## config.mk

```make
export PLATFORM = sky130hd
export DESIGN_NAME = snake_engine
export DESIGN_NICKNAME = d
export VERILOG_FILES = /design/src/rtl/snake_pkg.sv /design/src/rtl/snake_next_pos.sv /design/src/rtl/snake_engine.sv
export SDC_FILE = /design/constraint.sdc
export NUM_CORES = 1
export LEC_CHECK = 0
export CAP_MARGIN = 5
export CORE_ASPECT_RATIO = 0.75
export CORE_MARGIN = 10
export CORE_UTILIZATION = 58
export CTS_CLUSTER_SIZE = 20
export DETAILED_ROUTE_END_ITERATION = 10
export GPL_TIMING_DRIVEN = 1
export PLACE_DENSITY = 0.9
export SYNTH_ARGS = -nofsm -noshare
export SYNTH_HDL_FRONTEND = slang
export SYNTH_HIERARCHICAL = 1
export SYNTH_SLANG_ARGS = --single-unit
```

## constraint.sdc

```tcl
create_clock -name clk -period 3.3 [get_ports clk]
set_clock_uncertainty 0.2 [all_clocks]
set_input_delay 0.66 -clock clk [delete_from_list [all_inputs] [get_ports clk]]
set_output_delay 0.66 -clock clk [all_outputs]
set_load 0.005 [all_outputs]
```

## src/rtl/snake_pkg.sv

```systemverilog
// Shared constants for the snake game engine: board size, cell codes,
// direction codes and FSM state encoding.
package snake_pkg;

    localparam int BOARD_WIDTH  = 32;
    localparam int BOARD_HEIGHT = 16;

    localparam logic [3:0] CELL_EMPTY = 4'd0;
    localparam logic [3:0] CELL_FOOD  = 4'd1;
    localparam logic [3:0] CELL_WALL  = 4'd2;
    localparam logic [3:0] CELL_RSVD  = 4'd3;
    localparam logic [3:0] CELL_BODY  = 4'd4;

    localparam logic [1:0] DIR_UP    = 2'd0;
    localparam logic [1:0] DIR_RIGHT = 2'd1;
    localparam logic [1:0] DIR_DOWN  = 2'd2;
    localparam logic [1:0] DIR_LEFT  = 2'd3;

    typedef logic [3:0] state_t;

    localparam state_t ST_CLEAR    = 4'd0;
    localparam state_t ST_INIT     = 4'd1;
    localparam state_t ST_IDLE     = 4'd2;
    localparam state_t ST_RD_HEAD  = 4'd3;
    localparam state_t ST_CHECK    = 4'd4;
    localparam state_t ST_WR_OLD   = 4'd5;
    localparam state_t ST_WR_NEW   = 4'd6;
    localparam state_t ST_RD_TAIL  = 4'd7;
    localparam state_t ST_TAIL_CHK = 4'd8;
    localparam state_t ST_WR_TAIL  = 4'd9;
    localparam state_t ST_OVER     = 4'd10;

    // Body code records the direction toward the next segment nearer the head.
    function automatic logic [3:0] body_code(input logic [1:0] d);
        return {2'b01, d};
    endfunction

    // Wall, reserved and any body segment all end the game.
    function automatic logic is_blocked(input logic [3:0] code);
        return code >= CELL_WALL;
    endfunction

endpackage

```

## src/rtl/snake_next_pos.sv

```systemverilog
// Combinational neighbour of a board cell in a given direction; coordinates
// wrap because the board dimensions are powers of two.
module snake_next_pos
    import snake_pkg::*;
#(
    parameter int WIDTH  = BOARD_WIDTH,
    parameter int HEIGHT = BOARD_HEIGHT,
    localparam int XW = $clog2(WIDTH),
    localparam int YW = $clog2(HEIGHT)
) (
    input  logic [XW-1:0] x,
    input  logic [YW-1:0] y,
    input  logic [1:0]    dir,
    output logic [XW-1:0] nx,
    output logic [YW-1:0] ny
);

    always_comb begin
        nx = x;
        ny = y;
        case (dir)
            DIR_UP:    ny = y - YW'(1);
            DIR_RIGHT: nx = x + XW'(1);
            DIR_DOWN:  ny = y + YW'(1);
            DIR_LEFT:  nx = x - XW'(1);
            default:   ;
        endcase
    end

endmodule

```

## src/rtl/snake_engine.sv

```systemverilog
// Snake game logic on RAM port B: clears and seeds the board, then moves,
// grows and collision-checks the snake once per accepted tick.
//
// state    | meaning
// CLEAR    | write EMPTY to every cell, row-major from (0,0)
// INIT     | draw the initial horizontal snake, head rightmost
// IDLE     | wait for tick, latch direction (reversals ignored)
// RD_HEAD  | read the cell the head moves into
// CHECK    | classify that cell: collision, food or empty
// WR_OLD   | rewrite old head as body pointing at new head
// WR_NEW   | write new head, grow on food
// RD_TAIL  | read tail cell to learn where the body continues
// TAIL_CHK | latch tail direction from read data
// WR_TAIL  | clear tail cell and step tail forward
// OVER     | collision seen; frozen until reset
module snake_engine
    import snake_pkg::*;
#(
    parameter int WIDTH    = BOARD_WIDTH,
    parameter int HEIGHT   = BOARD_HEIGHT,
    parameter int INIT_LEN = 3,
    localparam int XW = $clog2(WIDTH),
    localparam int YW = $clog2(HEIGHT)
) (
    input  logic          clk,
    input  logic          rst,
    input  logic          tick,
    input  logic [1:0]    dir_in,
    output logic [XW-1:0] x_b,
    output logic [YW-1:0] y_b,
    output logic          read_b,
    output logic          write_b,
    output logic [3:0]    in_b,
    input  logic [3:0]    out_b,
    output logic          busy,
    output logic          game_over,
    output logic          ate,
    output logic [8:0]    length
);

    localparam int CW = XW + YW;
    localparam logic [CW-1:0] CLEAR_LAST = CW'(WIDTH * HEIGHT - 1);
    localparam logic [CW-1:0] INIT_LAST  = CW'(INIT_LEN - 1);
    localparam logic [XW-1:0] INIT_X0    = XW'(WIDTH / 2 - INIT_LEN + 1);
    localparam logic [XW-1:0] HEAD_X0    = XW'(WIDTH / 2);
    localparam logic [YW-1:0] START_ROW  = YW'(HEIGHT / 2);
    localparam logic [8:0]    LEN_MAX    = 9'h1FF;

    state_t        state;
    logic [CW-1:0] cnt;
    logic [1:0]    dir;
    logic [1:0]    dir_req;
    logic [1:0]    tail_d;
    logic          grow;
    logic [XW-1:0] head_x, tail_x, new_x, tail_nx;
    logic [YW-1:0] head_y, tail_y, new_y, tail_ny;

    snake_next_pos #(.WIDTH(WIDTH), .HEIGHT(HEIGHT)) u_head_pos (
        .x   (head_x),
        .y   (head_y),
        .dir (dir),
        .nx  (new_x),
        .ny  (new_y)
    );

    snake_next_pos #(.WIDTH(WIDTH), .HEIGHT(HEIGHT)) u_tail_pos (
        .x   (tail_x),
        .y   (tail_y),
        .dir (tail_d),
        .nx  (tail_nx),
        .ny  (tail_ny)
    );

    assign dir_req = (dir_in == (dir ^ 2'd2)) ? dir : dir_in;

    always_ff @(posedge clk) begin
        if (rst) begin
            state     <= ST_CLEAR;
            cnt       <= '0;
            dir       <= DIR_UP;
            tail_d    <= DIR_UP;
            grow      <= 1'b0;
            head_x    <= '0;
            head_y    <= '0;
            tail_x    <= '0;
            tail_y    <= '0;
            length    <= '0;
            game_over <= 1'b0;
        end else begin
            case (state)
                ST_CLEAR: begin
                    if (cnt == CLEAR_LAST) begin
                        cnt   <= '0;
                        state <= ST_INIT;
                    end else begin
                        cnt <= cnt + CW'(1);
                    end
                end
                ST_INIT: begin
                    if (cnt == INIT_LAST) begin
                        cnt    <= '0;
                        dir    <= DIR_RIGHT;
                        head_x <= HEAD_X0;
                        head_y <= START_ROW;
                        tail_x <= INIT_X0;
                        tail_y <= START_ROW;
                        length <= 9'(INIT_LEN);
                        state  <= ST_IDLE;
                    end else begin
                        cnt <= cnt + CW'(1);
                    end
                end
                ST_IDLE: begin
                    if (tick) begin
                        dir   <= dir_req;
                        state <= ST_RD_HEAD;
                    end
                end
                ST_RD_HEAD: state <= ST_CHECK;
                ST_CHECK: begin
                    if (is_blocked(out_b)) begin
                        game_over <= 1'b1;
                        state     <= ST_OVER;
                    end else begin
                        grow  <= (out_b == CELL_FOOD);
                        state <= ST_WR_OLD;
                    end
                end
                ST_WR_OLD: state <= ST_WR_NEW;
                ST_WR_NEW: begin
                    head_x <= new_x;
                    head_y <= new_y;
                    if (grow) begin
                        if (length != LEN_MAX) length <= length + 9'd1;
                        state <= ST_IDLE;
                    end else begin
                        state <= ST_RD_TAIL;
                    end
                end
                ST_RD_TAIL:  state <= ST_TAIL_CHK;
                ST_TAIL_CHK: begin
                    tail_d <= out_b[1:0];
                    state  <= ST_WR_TAIL;
                end
                ST_WR_TAIL: begin
                    tail_x <= tail_nx;
                    tail_y <= tail_ny;
                    state  <= ST_IDLE;
                end
                ST_OVER: state <= ST_OVER;
                default: state <= ST_CLEAR;
            endcase
        end
    end

    // RAM controls follow the current state; rst masks them so an interrupted
    // step never lands a stray write.
    always_comb begin
        x_b     = '0;
        y_b     = '0;
        read_b  = 1'b0;
        write_b = 1'b0;
        in_b    = CELL_EMPTY;
        if (!rst) begin
            case (state)
                ST_CLEAR: begin
                    x_b     = cnt[XW-1:0];
                    y_b     = cnt[CW-1:XW];
                    write_b = 1'b1;
                end
                ST_INIT: begin
                    x_b     = INIT_X0 + cnt[XW-1:0];
                    y_b     = START_ROW;
                    write_b = 1'b1;
                    in_b    = body_code(DIR_RIGHT);
                end
                ST_RD_HEAD: begin
                    x_b    = new_x;
                    y_b    = new_y;
                    read_b = 1'b1;
                end
                ST_CHECK: begin
                    x_b = new_x;
                    y_b = new_y;
                end
                ST_WR_OLD: begin
                    x_b     = head_x;
                    y_b     = head_y;
                    write_b = 1'b1;
                    in_b    = body_code(dir);
                end
                ST_WR_NEW: begin
                    x_b     = new_x;
                    y_b     = new_y;
                    write_b = 1'b1;
                    in_b    = body_code(dir);
                end
                ST_RD_TAIL: begin
                    x_b    = tail_x;
                    y_b    = tail_y;
                    read_b = 1'b1;
                end
                ST_TAIL_CHK: begin
                    x_b = tail_x;
                    y_b = tail_y;
                end
                ST_WR_TAIL: begin
                    x_b     = tail_x;
                    y_b     = tail_y;
                    write_b = 1'b1;
                end
                default: ;
            endcase
        end
    end

    assign busy = rst | ((state != ST_IDLE) && (state != ST_OVER));
    assign ate  = !rst && (state == ST_WR_NEW) && grow;

endmodule

```

======== Word level (Yosys, flattened, before mapping) ========
Cells that the tools add are included.
storage, ports and cells
  register bits after elaboration ......... 46
  output and inout bits ................... 27
  logic and storage cells ................. 119
operators by class
  add/sub/neg operators ................... 11
  order comparisons ....................... 1
  equality and inequality tests ........... 31
  multiplexer cells ....................... 38
  bitwise logic cells ..................... 3
  reduce and logical (&&, ||, !) cells .... 24
operators by type and width
  kind                   number
  $mux W9                5
  $pmux W4 S11           1
  $pmux W5 S2            4
  $pmux W9 S2            2
  $pmux W4 S2            4
  $pmux W5 S5            1
  $mux W4                6
  $pmux W4 S5            1
  $add A9 B1 Y9 const B  2
  $eq A4 B3 Y1 const B   4
  $mux W5                3
  $eq A4 B4 Y1 const B   3
  $ne A2 B2 Y1 const B   6
  $add A5 B1 Y5 const B  2
  $sub A5 B1 Y5 const B  2
  $eq A9 B2 Y1 const B   1
  $eq A9 B9 Y1 const B   1
  $ne A9 B9 Y1 const B   1
  $reduce_and A3 Y1      3
  $add A4 B1 Y4 const B  2
  $eq A2 B2 Y1 const B   4
  $eq A4 B1 Y1 const B   2
  $eq A4 B2 Y1 const B   2
  $reduce_and A4 Y1      2
  24 further kinds       44

======== Logic depth before layout (Yosys ltp) ========
  word-level depth ........................ 5
  gate-level depth with buffers ........... 9
  gate-level depth less buffers ........... 8

======== Modules after synthesis ========
Netlist, hierarchy kept.
by module, submodules not included
  module          instances  cells an instance  area each (um^2)  sequential area each (um^2)
  snake_engine    1          351                2783.9            920.9
  snake_next_pos  2          41                 321.6             0.0

======== Least setup slack after synthesis ========
No wires, ideal clock.
  kind .................................... reg2out
  start ................................... reg dir[0]
  end ..................................... out x_b[4]
  arrival ................................. 1.855 ns
  setup slack ............................. 0.585 ns
  cell stages (with the launch flop) ...... 10
  buffers on the path ..................... 1
  cell sequence ........................... dfxtp_1 buf_2 nand2_1 xnor2_1 ha_1 nor3b_1 a22oi_1 xnor2_1 a222oi_1 a21oi_1
between the ends
  word-level cells in the longest chain between the ends .. 4
RTL lines
  element                                              line                  source
  start, declared                                      snake_engine.sv:51    logic [1:0] dir;
  start signal, assigned                               snake_engine.sv:115   dir <= dir_req;
  $eq A2 B2 Y1 / $eq A2 B1 Y1 (equally long branches)  snake_next_pos.sv:21  case (dir)
  $pmux W5 S2 (*)                                      snake_next_pos.sv:21
  via new_x[4]                                         snake_engine.sv:55    logic [XW-1:0] head_x, tail_x, new_x, tail_nx;
  $pmux W5 S5 (*)                                      snake_engine.sv:165   case (state)
  $mux W5 (*)                                          snake_engine.sv:164   if (!rst) begin
  end, declared                                        snake_engine.sv:29    output logic [XW-1:0] x_b,
The timed path passes the listed nets; every way through them passes the cells marked *.

======== Worst setup path after layout ========
  start ................................... reg dir[1]
  end ..................................... out x_b[4]
Same word-level chain as after synthesis.

==> report_table.html <==
<table>
<tr><th>Metric</th><th>Value</th></tr>
<tr><th colspan="2">Run status</th></tr>
<tr><td>Outcome</td><td>finished clean</td></tr>
<tr><th colspan="2">Logic synthesis</th></tr>
<tr><td>Post-synth top flop</td><td>sky130_fd_sc_hd__dfxtp_1</td></tr>
<tr><td>Synthesized-area fraction occupied by ao, oa, aoi and oai cells</td><td>between 20% and 30%</td></tr>
<tr><td>Dominant combinational cell family by area after synthesis</td><td>simple AND/OR/NAND/NOR gates</td></tr>
<tr><td>Number of standard cells after synthesis</td><td>433</td></tr>
<tr><td>Basic-gate share of the synthesized area counting and, or, nand and nor cells</td><td>29.21%</td></tr>
<tr><td>Portion of the post-synthesis area used by sequential elements</td><td>a little over a quarter</td></tr>
<tr><td>Number of nets in the synthesized netlist</td><td>between 400 and 500</td></tr>
<tr><td>Flop and latch count out of synthesis</td><td>46</td></tr>
<tr><td>Adder-cell share of the synthesized area</td><td>just under 6%</td></tr>
<tr><td>Cell Area, Synth</td><td>about 0.0034 mm2</td></tr>
<tr><td>Number of enable flip-flop cells after synthesis</td><td>0</td></tr>
<tr><td>Xor/xnor share of the synthesized area</td><td>6.134%</td></tr>
<tr><td>Syn avg cell area</td><td>7.915 um2</td></tr>
<tr><td>Synth warn</td><td>6</td></tr>
<tr><td>Post-synthesis mux area share</td><td>3.359%</td></tr>
<tr><td>Synth unique cells</td><td>65</td></tr>
<tr><td>Async set-or-reset flop fraction in the synthesized netlist</td><td>0%</td></tr>
<tr><th colspan="2">Clock tree</th></tr>
<tr><td>Clock Pin Slew Worst Setup and Hold Paths</td><td>0.08 ns</td></tr>
<tr><td>Number of clock buffers inserted by TritonCTS</td><td>5</td></tr>
<tr><td>Number of clock sinks seen by CTS</td><td>46</td></tr>
<tr><td>H-tree level count</td><td>2</td></tr>
<tr><td>Buffers from clock root to sink, at most</td><td>2</td></tr>
<tr><td>Root Buffer</td><td>sky130_fd_sc_hd__clkbuf_8</td></tr>
<tr><td>Clock latency reported for the late side of the worst-skew pair</td><td>~0.30 ns</td></tr>
<tr><td>TritonCTS clock tree</td><td>done</td></tr>
<tr><td>Hold buffers post-CTS</td><td>0</td></tr>
<tr><th colspan="2">Worst setup path</th></tr>
<tr><td>CP startpoint kind</td><td>register</td></tr>
<tr><td>Crit Path Max Fanout</td><td>4</td></tr>
<tr><td>Critical path data arrival time</td><td>2.31 ns</td></tr>
<tr><td>Type of element capturing the critical path</td><td>primary output</td></tr>
<tr><td>Data required time of the worst path</td><td>about 2.4 ns</td></tr>
<tr><td>Critical path start-end classification</td><td>reg -&gt; out</td></tr>
<tr><th colspan="2">Place</th></tr>
<tr><td>Quantity of I/O buffers inserted on ports</td><td>34</td></tr>
<tr><td>Post-detail-place hpwl</td><td>7423 um</td></tr>
<tr><td>Post-Place Cells</td><td>538</td></tr>
<tr><td>Gpl congestion</td><td>0.8992</td></tr>
<tr><th colspan="2">Drt</th></tr>
<tr><td>Average via count per standard cell</td><td>around 6.6</td></tr>
<tr><td>Drt first pass iters</td><td>6</td></tr>
<tr><td>Routed length per placed instance</td><td>about 19 um</td></tr>
<tr><td>Initial DRC Count</td><td>512</td></tr>
<tr><td>Number of nets with antenna violations after routing</td><td>0</td></tr>
<tr><td>DRC Markers</td><td>0</td></tr>
<tr><td>Total length of routed wires</td><td>approximately 10,000 um</td></tr>
<tr><td>Via Count</td><td>3,596</td></tr>
<tr><th colspan="2">Global route</th></tr>
<tr><td>Overflow left after global routing</td><td>0</td></tr>
<tr><td>Pin count of the biggest net entering global routing</td><td>27</td></tr>
<tr><td>Met1 Resource Use GR</td><td>28.87%</td></tr>
<tr><td>Met2 routing resource usage after global routing</td><td>34.46%</td></tr>
<tr><td>Global routing usage summed across all routing layers</td><td>around 22%</td></tr>
<tr><td>Gr busiest metal</td><td>met2</td></tr>
<tr><td>Via count of the first global-routing pass</td><td>about 3,400</td></tr>
<tr><td>Global-route met3 utilization</td><td>5.856%</td></tr>
<tr><td>Number of antenna violations at the first check in global routing</td><td>0</td></tr>
<tr><td>Global-route wire length before repair</td><td>17,170 um</td></tr>
<tr><th colspan="2">Timing</th></tr>
<tr><td>Total setup violations reported at the end of the flow</td><td>0</td></tr>
<tr><td>Final critical delay including setup and external delays</td><td>3.172 ns</td></tr>
<tr><td>Worst-case headroom to the max-slew limit</td><td>between 30% and 40%</td></tr>
<tr><td>Fmax</td><td>0.3153 GHz</td></tr>
<tr><td>Tcrit/Tclk final</td><td>approximately 96%</td></tr>
<tr><td>Number of max-slew violations in the final report</td><td>0</td></tr>
<tr><td>Final Hold Slack</td><td>0.2906 ns</td></tr>
<tr><td>Final Hold Vio Count</td><td>0</td></tr>
<tr><td>Slew at the pin closest to its max-slew limit</td><td>0.9756 ns</td></tr>
<tr><td>Unrepaired setup endpoints after global routing</td><td>no</td></tr>
<tr><th colspan="2">Layout</th></tr>
<tr><td>Leading cell types in the layout, fill and taps excluded</td><td>sky130_fd_sc_hd__a21oi_1, sky130_fd_sc_hd__dfxtp_1, sky130_fd_sc_hd__nand2_1, sky130_fd_sc_hd__nor2_1, sky130_fd_sc_hd__clkdlybuf4s50_1</td></tr>
<tr><td>Final cell count without fillers</td><td>545</td></tr>
<tr><td>Number of fill cells in the layout</td><td>464</td></tr>
<tr><td>Post-layout net count</td><td>slightly below 500</td></tr>
<tr><td>Layout Area Growth over Synthesis</td><td>17.38%</td></tr>
<tr><td>Share of layout cells above drive strength 1</td><td>between 10 and 15%</td></tr>
<tr><td>Number of diodes</td><td>0</td></tr>
<tr><td>FF/Latch Area</td><td>933.4 um2</td></tr>
<tr><td>Commonest non-fill, non-tap cell in the layout</td><td>sky130_fd_sc_hd__a21oi_1</td></tr>
<tr><td>Total area of multi-input combinational cells</td><td>about 0.0023 mm2</td></tr>
<tr><th colspan="2">Pwr</th></tr>
<tr><td>Leakage Power</td><td>1.449 nW</td></tr>
<tr><td>Power per cell area</td><td>roughly 330 mW/mm2</td></tr>
<tr><td>Peak supply drop</td><td>0.2353 mV</td></tr>
<tr><th colspan="2">Floorplan</th></tr>
<tr><td>Die area</td><td>0.009415 mm2</td></tr>
<tr><td>Die X</td><td>108.8 um</td></tr>
<tr><td>Initial core utilization</td><td>59.44%</td></tr>
<tr><td>Number of top-level pins</td><td>36</td></tr>
<tr><td>Floorplan Core Area</td><td>0.005766 mm2</td></tr>
<tr><td>DIE HEIGHT</td><td>86.57 um</td></tr>
<tr><td>Row Count</td><td>24</td></tr>
<tr><th colspan="2">Hold path</th></tr>
<tr><td>Type of the tightest min-delay check</td><td>reg -&gt; reg</td></tr>
<tr><th colspan="2">Flow run</th></tr>
<tr><td>Number of maximum-capacitance constraint violations</td><td>0</td></tr>
</table>
through the flow:
step | total power [W] | setup WS [ns] | util [%] | TNS (ns) | area, um2
2_1_floorplan | 0.0008438 | 0.5848 | - | 0 | 3427
3_3_place_gp | 0.0009520 | 0.1105 | 67.25 | 0 | 3877
3_5_place_dp | 0.0009668 | -0.01838 | 67.25 | -0.01838 | 3877
4_1_cts | 0.001312 | 0.005927 | 69.34 | 0 | 3998
5_1_grt | 0.001390 | 0.001215 | 69.77 | 0 | 4023
6_report | 0.001319 | 0.1282 | 69.77 | 0 | 4023
layer usage:
metal / wire length (um) / vias up
met1: 4148 / 1670
met5: 0 / -
met3: 1210 / 43
li1: - / 1645
met2: 4730 / 238
met4: 314 / 0
final timing paths:
| check | startpoint | to | slack, ns | cells past startpoint |
|---|---|---|---|---|
| hold reg to reg | game_over | game_over | 0.29 | 2 |
| setup reg to reg | length[0] | length[1] | 0.66 | 8 |
| setup / recovery | dir[1] | x_b[4] | 0.13 | 9 |
| hold / removal | game_over | game_over | 0.29 | 2 |
where the power goes:
part / switching, W / internal, W / total, W
combinational: 0.000182 / 0.000158 / 0.000340
sequential: 0.0000518 / 0.000578 / 0.000630
clock: 0.000186 / 0.000162 / 0.000348
worst max-delay path: stages (launching register included):
cell and delay (ns):
sky130_fd_sc_hd__dfxtp_4 0.39, sky130_fd_sc_hd__nand2_1 0.07, sky130_fd_sc_hd__xnor2_1 0.12, sky130_fd_sc_hd__ha_1 0.22, sky130_fd_sc_hd__nor3b_2 0.22, sky130_fd_sc_hd__a22oi_1 0.13, sky130_fd_sc_hd__xnor2_1 0.16, sky130_fd_sc_hd__a222oi_1 0.28
sky130_fd_sc_hd__a21oi_1 0.12, sky130_fd_sc_hd__dlygate4sd2_1 0.28
repair_timing:
| action | CTS | global route |
|---|---|---|
| pin swaps | 2 | 7 |
| buffers inserted | 1 | 0 |
| gates resized for setup | 12 | 10 |
| endpoints found under the setup margin | 8 | 5 |
synthesized netlist by cell type, types with 5 or more instances:
library cell	n	area (um2)
sky130_fd_sc_hd__a211oi_1	6	45.04
sky130_fd_sc_hd__a21oi_1	39	195.2
sky130_fd_sc_hd__a222oi_1	6	60.06
sky130_fd_sc_hd__buf_2	10	50.05
sky130_fd_sc_hd__buf_6	5	56.30
sky130_fd_sc_hd__clkbuf_1	13	48.80
sky130_fd_sc_hd__dfxtp_1	46	920.9
sky130_fd_sc_hd__ha_1	13	162.7
sky130_fd_sc_hd__inv_1	20	75.07
sky130_fd_sc_hd__mux2i_1	7	70.07
sky130_fd_sc_hd__nand2_1	33	123.9
sky130_fd_sc_hd__nand2b_1	12	75.07
sky130_fd_sc_hd__nand3_1	17	85.08
sky130_fd_sc_hd__nand4b_1	6	52.55
sky130_fd_sc_hd__nor2_1	33	123.9
sky130_fd_sc_hd__nor2b_1	7	43.79
sky130_fd_sc_hd__nor3_1	21	105.1
sky130_fd_sc_hd__o21ai_0	17	85.08
sky130_fd_sc_hd__or3_1	8	50.05
sky130_fd_sc_hd__or4_1	5	37.54
sky130_fd_sc_hd__xnor2_1	19	166.4
sky130_fd_sc_hd__xor2_1	5	43.79
cell families (layout without fill, tap and decap cells):
| family | after synthesis | in the layout |
|---|---|---|
| AND/OR/NAND/NOR | 175 | 175 |
| AO/OA/AOI/OAI | 109 | 109 |
| buffers and inverters | 52 | 86 |
| flip-flops | 46 | 46 |
| multiplexers | 11 | 11 |
| other | 1 | 1 |
| adder cells (fa/ha/maj) | 15 | 15 |
| XOR/XNOR | 24 | 24 |
flip-flops by register name (all words and copies together), names as in the netlist:
signal,count
game_over,1
tail_y,4
head_y,4
grow,1
tail_x,5
dir,2
head_x,5
tail_d,2
length,9
state,4
cnt,9
final cells by class:
cell class	count	area share (%)
clock buffers	6	2.053
well taps	78	2.426
repair buffers	60	13.34
multi-input cells	335	57.11
inverters	20	1.866
flip-flops and latches	46	23.20
Note: power is estimated with default switching activity, not from simulation.
